==> config.mk <==
export PLATFORM = sky130hd
export DESIGN_NAME = usb_utmi_tx_arb
export DESIGN_NICKNAME = d
export VERILOG_FILES = /design/src/rtl/usb_utmi_pkg.sv /design/src/rtl/usb_rr_pick.sv /design/src/rtl/usb_utmi_tx_arb.sv
export SDC_FILE = /design/constraint.sdc
export NUM_CORES = 1
export LEC_CHECK = 0
export CORE_UTILIZATION = 30
export CTS_CLUSTER_SIZE = 16
export DETAILED_ROUTE_END_ITERATION = 12
export GPL_ROUTABILITY_DRIVEN = 0
export GPL_TIMING_DRIVEN = 0
export PLACE_DENSITY = 0.67
export SLEW_MARGIN = 5
export SYNTH_ARGS = -nofsm -noshare
export SYNTH_HDL_FRONTEND = slang
export SYNTH_SLANG_ARGS = --single-unit
export TNS_END_PERCENT = 50
==> constraint.sdc <==
create_clock -name clk -period 1.8 [get_ports clk]
set_clock_uncertainty 0.1 [all_clocks]
set_input_delay 0.54 -clock clk [delete_from_list [all_inputs] [get_ports clk]]
set_output_delay 0.54 -clock clk [all_outputs]
set_load 0.05 [all_outputs]
==> src/rtl/usb_utmi_pkg.sv <==
// Shared UTMI transmit-side types.
package usb_utmi_pkg;

  typedef logic [7:0] bus8_t;

  typedef enum logic [1:0] {
    IDLE  = 2'd0,
    GRANT = 2'd1,
    GAP   = 2'd2
  } tx_arb_state_t;

endpackage

==> src/rtl/usb_rr_pick.sv <==
// Combinational round-robin selector: first asserted request after i_last, wrapping.
module usb_rr_pick #(
  parameter  int N_REQ = 2,
  localparam int IW    = $clog2(N_REQ)
)(
  input  logic [N_REQ-1:0] i_req,
  input  logic [IW-1:0]    i_last,
  output logic [IW-1:0]    o_next,
  output logic             o_any
);

  int            w_sum;
  logic [IW-1:0] w_idx;
  logic          w_hit;

  // Modulo done by a single conditional subtract so a non-power-of-two
  // N_REQ can never produce an out-of-range index.
  always_comb begin
    o_next = i_last;
    w_hit  = 1'b0;
    w_sum  = 0;
    w_idx  = '0;
    for (int k = 1; k <= N_REQ; k++) begin
      w_sum = int'(i_last) + k;
      if (w_sum >= N_REQ) w_sum = w_sum - N_REQ;
      w_idx = IW'(w_sum);
      if (!w_hit && i_req[w_idx]) begin
        o_next = w_idx;
        w_hit  = 1'b1;
      end
    end
  end

  assign o_any = |i_req;

endmodule

==> src/rtl/usb_utmi_tx_arb.sv <==
// UTMI transmit arbiter: round-robin packet grants with a programmable inter-packet gap.
module usb_utmi_tx_arb
  import usb_utmi_pkg::*;
#(
  parameter  int N_REQ      = 2,
  parameter  int IPG_CYCLES = 8,
  localparam int IW         = $clog2(N_REQ),
  localparam int CW         = $clog2(IPG_CYCLES + 1)
)(
  input  logic               clk,
  input  logic               rst,
  input  logic               suspend_m,
  input  logic [N_REQ-1:0]   req_valid,
  input  logic [N_REQ*8-1:0] req_data,
  output logic [N_REQ-1:0]   req_ready,
  output bus8_t              data_in,
  output logic               tx_valid,
  input  logic               tx_ready,
  output logic               busy,
  output logic [IW-1:0]      gnt_id
);

  tx_arb_state_t     r_state;
  logic [IW-1:0]     r_gnt_id;
  logic [CW-1:0]     r_gap_cnt;

  bus8_t [N_REQ-1:0] w_data;
  logic [IW-1:0]     w_pick;
  logic              w_any;
  logic              w_cur_vld;

  assign w_data    = req_data;
  assign w_cur_vld = req_valid[r_gnt_id];

  usb_rr_pick #(.N_REQ(N_REQ)) u_pick (
    .i_req  (req_valid),
    .i_last (r_gnt_id),
    .o_next (w_pick),
    .o_any  (w_any)
  );

  // gnt_id resets to the last index so requester 0 wins the first round.
  always_ff @(posedge clk or posedge rst) begin
    if (rst) begin
      r_state   <= IDLE;
      r_gnt_id  <= IW'(N_REQ - 1);
      r_gap_cnt <= '0;
    end else begin
      case (r_state)
        IDLE: if (suspend_m && w_any) begin
          r_gnt_id <= w_pick;
          r_state  <= GRANT;
        end
        GRANT: if (!w_cur_vld) begin
          r_state   <= GAP;
          r_gap_cnt <= CW'(IPG_CYCLES - 1);
        end
        GAP: begin
          if (r_gap_cnt == '0) r_state <= IDLE;
          else                 r_gap_cnt <= r_gap_cnt - CW'(1);
        end
        default: r_state <= IDLE;
      endcase
    end
  end

  // Outputs decode straight from state, so an async reset kills tx_valid at once.
  always_comb begin
    tx_valid  = 1'b0;
    data_in   = '0;
    req_ready = '0;
    if (r_state == GRANT) begin
      tx_valid            = w_cur_vld;
      data_in             = w_data[r_gnt_id];
      req_ready[r_gnt_id] = tx_ready;
    end
  end

  assign busy   = (r_state != IDLE);
  assign gnt_id = r_gnt_id;

endmodule

==> summary.txt <==
Power and ir drop
  • Sw Share: 0.476
  • Peak ir drop on the vdd network: 1050 uV
  • Power per cell area: ~1700 mW/mm^2
  • Fraction of power consumed by the clock network: 0.072
  • Share of total power in combinational logic: 0.773
  • Cell-internal power: between 0.001 and 0.0015 W
  • Net switching component of the power: ~0.00096 W
  • Sequential share of power: 0.155
  • Leakage power: 0.477 nW

Floorplanning
  • Effective utilization at floorplan: 0.338
  • Placeable core region: ~0.0016 mm^2
  • Total Die Area: just under 0.002 mm^2
  • Die W: between 40 and 50 um
  • Die outline height: ~44 um
  • Placement row count: 14
  • Top-level port count: 35

GRT
  • Remaining Overflow, GRT: 0
  • Wire length of the first global-routing pass: about 2800 um
  • Number of antenna violations at the first check in global routing: 0
  • Via count of the first global-routing pass: ~600
  • Largest net degree at the start of global routing: 11
  • Total Routing Usage GR: 0.199

Timing
  • Final worst hold slack: between 0.4 and 0.5 ns
  • Shortest clock period the worst path allows after layout: 2.16 ns
  • Headroom to the max-slew limit: 0.674
  • Final period utilization: 1.20
  • Fmax: 0.463 GHz
  • Count of pins over their slew limit: 0
  • Least-Margin Pin Slew: 0.490 ns
  • Final TNS setup: -3.75 ns
  • Setup violation total in the final timing report: 13
  • Least setup slack across all paths after layout: -0.362 ns
  • Final Hold Vio Count: 0
  • RSZ-0062 raised after global routing: true

Critical path
  • Slack of the worst reg-to-reg path: 0.06 ns
  • Peak fanout along the critical path: 5
  • Data required, critical path: about 1.2 ns
  • CP cell instances: buf_8 -> buf_12 -> mux2i_4 -> nor2_4 -> buf_6
  • Type of element launching the critical path: flop
  • Nature of the critical path endpoint: output port
  • Highest-delay cell along the critical path: sky130_fd_sc_hd__dfstp_2
  • Worst Path Class, Setup: reg -> out
  • Setup crit start: gnt_id$_DFFE_PP1P_
  • Data arrival time of the critical path: about 1.5 ns
  • Reg2Reg Launch Point: gnt_id$_DFFE_PP1P_
  • Largest stage delay, worst path: around 0.54 ns

Logic synthesis
  • #FFs+latches synth: 7
  • Fraction of synthesized cell area taken by the top area cell type: 0.278
  • Fraction of the mapped netlist area in compound gates: 0.167
  • Syn Area/Cell: 8.56 um^2
  • Share of synthesized cell area in and, or, nand and nor gates: 0.248
  • Dominant combinational cell family by area after synthesis: simple AND/OR/NAND/NOR gates
  • Syn Std Cell Area: ~540 um^2
  • Post-Syn Nets: 86
  • Post-Synth XOR/XNOR Area: 0
  • Synthesis Warnings: 0
  • Fraction of synthesized area in multiplexers: 0.174
  • Share of the yosys chip area belonging to registers: 0.327
  • Cells after Synth: 63
  • Count of distinct cell types in the synthesized netlist: 27
  • Area contributors post-synth: sky130_fd_sc_hd__dfrtp_1 28%, sky130_fd_sc_hd__mux2i_1 15%, sky130_fd_sc_hd__nor2_1 7.7%
  • Area share of fa/ha/maj cells after synthesis: 0.0232
  • Cell type with the largest total area after synthesis: sky130_fd_sc_hd__dfrtp_1

Placement
  • Detailed placer's ending HPWL: approximately 1200 um
  • Count of input and output buffers: 34

Worst hold path
  • Hold wc startpoint: r_gap_cnt[0]$_DFFE_PP0P_
  • Worst Hold Class: reg -> reg

Layout
  • Number of filler instances in the final layout: roughly 110
  • Most frequent standard cell in the layout excluding fill and tap cells: sky130_fd_sc_hd__clkdlybuf4s50_1
  • Layout cells sized above 1: 0.443
  • Most frequent cells in the layout: 19 x sky130_fd_sc_hd__clkdlybuf4s50_1, 11 x sky130_fd_sc_hd__buf_6, 9 x sky130_fd_sc_hd__nor2_4, 8 x sky130_fd_sc_hd__mux2i_4
  • Inserted Diodes: 0
  • Layout Nets: 130
  • Area growth syn-to-layout: 124%
  • Final core utilization: 0.757

Route
  • DRC violations left: 0
  • Average wire per cell in the routed design: between 10 and 15 um
  • Vias per std cell: 4.90
  • Number of DRC violations after detailed-routing iteration 0: 13
  • Via count: about 640
  • Drt pass-1 iters: 4
  • Aggregate routed wire length: between 1500 and 2000 um
  • Antenna-violating nets left: 0

CTS
  • Maximum root-to-sink buffer count: 2
  • Depth of the CTS H-tree: 1
  • Worst-Skew Late Latency: 0.26 ns
  • Clock tree from TritonCTS: built
  • Cts bufs inserted: 3
  • Clock Sink Count: 7
  • CTS clk-pin slew, worst paths: roughly 0.06 ns
  • Clock tree root driver cell: sky130_fd_sc_hd__clkbuf_4

Outcome
  • Run status: complete, but fails checks
  • Violations in the final reports: setup timing

Job
  • Max-cap viol count: 0
==> metrics by stage <==
stage	cell area [um^2]	cells	power, W	setup WS (ns)
final	1210	130	0.00201	-0.362
after global routing	1210	130	0.00212	-0.411
after CTS	1200	130	0.00199	-0.371
after detailed placement	1090	121	0.00165	-0.997
after global placement	1090	121	0.00164	-0.992
after floorplan	719	63	0.00134	-0.201
==> flip-flops by register name (all words and copies together) (netlist names) <==
name and count:
gnt_id 1, r_gap_cnt 4, r_state 2
==> power by group through the flow <==
stage / logic [W] / clock network [W] / registers [W]
5_1_grt: 0.00165 / 0.000157 / 0.000320
4_1_cts: 0.00153 / 0.000152 / 0.000306
3_5_place_dp: 0.00134 / 0 / 0.000305
2_1_floorplan: 0.00101 / 0 / 0.000331
6_report: 0.00155 / 0.000145 / 0.000311
3_3_place_gp: 0.00134 / 0 / 0.000301
==> cells in the mapped netlist <==
library cell / number
sky130_fd_sc_hd__a211oi_1: 1
sky130_fd_sc_hd__a21o_1: 1
sky130_fd_sc_hd__a21oi_1: 2
sky130_fd_sc_hd__a221o_1: 1
sky130_fd_sc_hd__a221oi_1: 2
sky130_fd_sc_hd__a22oi_1: 1
sky130_fd_sc_hd__a31oi_1: 2
sky130_fd_sc_hd__and3_1: 2
sky130_fd_sc_hd__buf_2: 2
sky130_fd_sc_hd__buf_4: 1
sky130_fd_sc_hd__dfrtp_1: 6
sky130_fd_sc_hd__dfstp_2: 1
sky130_fd_sc_hd__ha_1: 1
sky130_fd_sc_hd__inv_1: 4
sky130_fd_sc_hd__mux2i_1: 8
sky130_fd_sc_hd__mux2i_2: 1
sky130_fd_sc_hd__nand2_1: 6
sky130_fd_sc_hd__nand2b_1: 1
sky130_fd_sc_hd__nor2_1: 11
sky130_fd_sc_hd__nor2b_1: 2
sky130_fd_sc_hd__nor3_1: 1
sky130_fd_sc_hd__nor3b_1: 1
sky130_fd_sc_hd__nor4b_1: 1
sky130_fd_sc_hd__o221ai_1: 1
sky130_fd_sc_hd__o2bb2ai_1: 1
sky130_fd_sc_hd__or2_2: 1
sky130_fd_sc_hd__or3b_4: 1
==> cell type report <==
class / count / area (um^2) / area share
Buffer: 3 / 46.3 / 0.0383
Clock buffer: 4 / 26.3 / 0.0218
Inverter: 4 / 15.0 / 0.0124
Multi-Input combinational cell: 49 / 512 / 0.424
Sequential cell: 7 / 176 / 0.146
Tap cell: 24 / 30.0 / 0.0249
Timing Repair Buffer: 39 / 402 / 0.333
==> worst max-delay path, delay by kind of cell, from the launching register on <==
kind | cells | cell delay, ns
buffers and inverters | 3 | 0.43
and+or+nand+nor | 1 | 0.04
muxes | 1 | 0.24
DFF | 1 | 0.54
==> kinds of logic after synthesis <==
kind of cell | count (synthesis)
compound gates | 12
buf+inv | 7
mux | 9
fa+ha+maj | 1
flops | 7
simple gates | 27
==> worst paths after layout <==
| path | endpoint | depth (start not counted) |
|---|---|---|
| min in group asynchronous | r_state[0]$_DFFE_PP0P_ | 2 |
| max in group asynchronous | gnt_id$_DFFE_PP1P_ | 2 |
| max reg2reg | r_gap_cnt[2]$_DFFE_PP0P_ | 6 |
| min | r_gap_cnt[0]$_DFFE_PP0P_ | 1 |
| min reg2reg | r_gap_cnt[0]$_DFFE_PP0P_ | 1 |
| max | data_in[6] | 5 |
==> metal layers <==
layer  vias to the layer above  track usage  share of wire
met1                       292        0.235           0.38
met3                         6       0.0816          0.067
li1                        315            -              -
met4                         0       0.0727          0.027
met2                        24        0.324           0.52
met5                         -            0              0
==> timing repair <==
item | 4_1_cts | 5_1_grt
hold buffers | 0 | 0
setup endpoints to repair | 13 | 14
resized for setup | 85 | 9
pin swaps | 1 | 0
buffers inserted | 4 | 0
cloned | 1 | 0
Note: power is estimated with default switching activity, not from simulation.
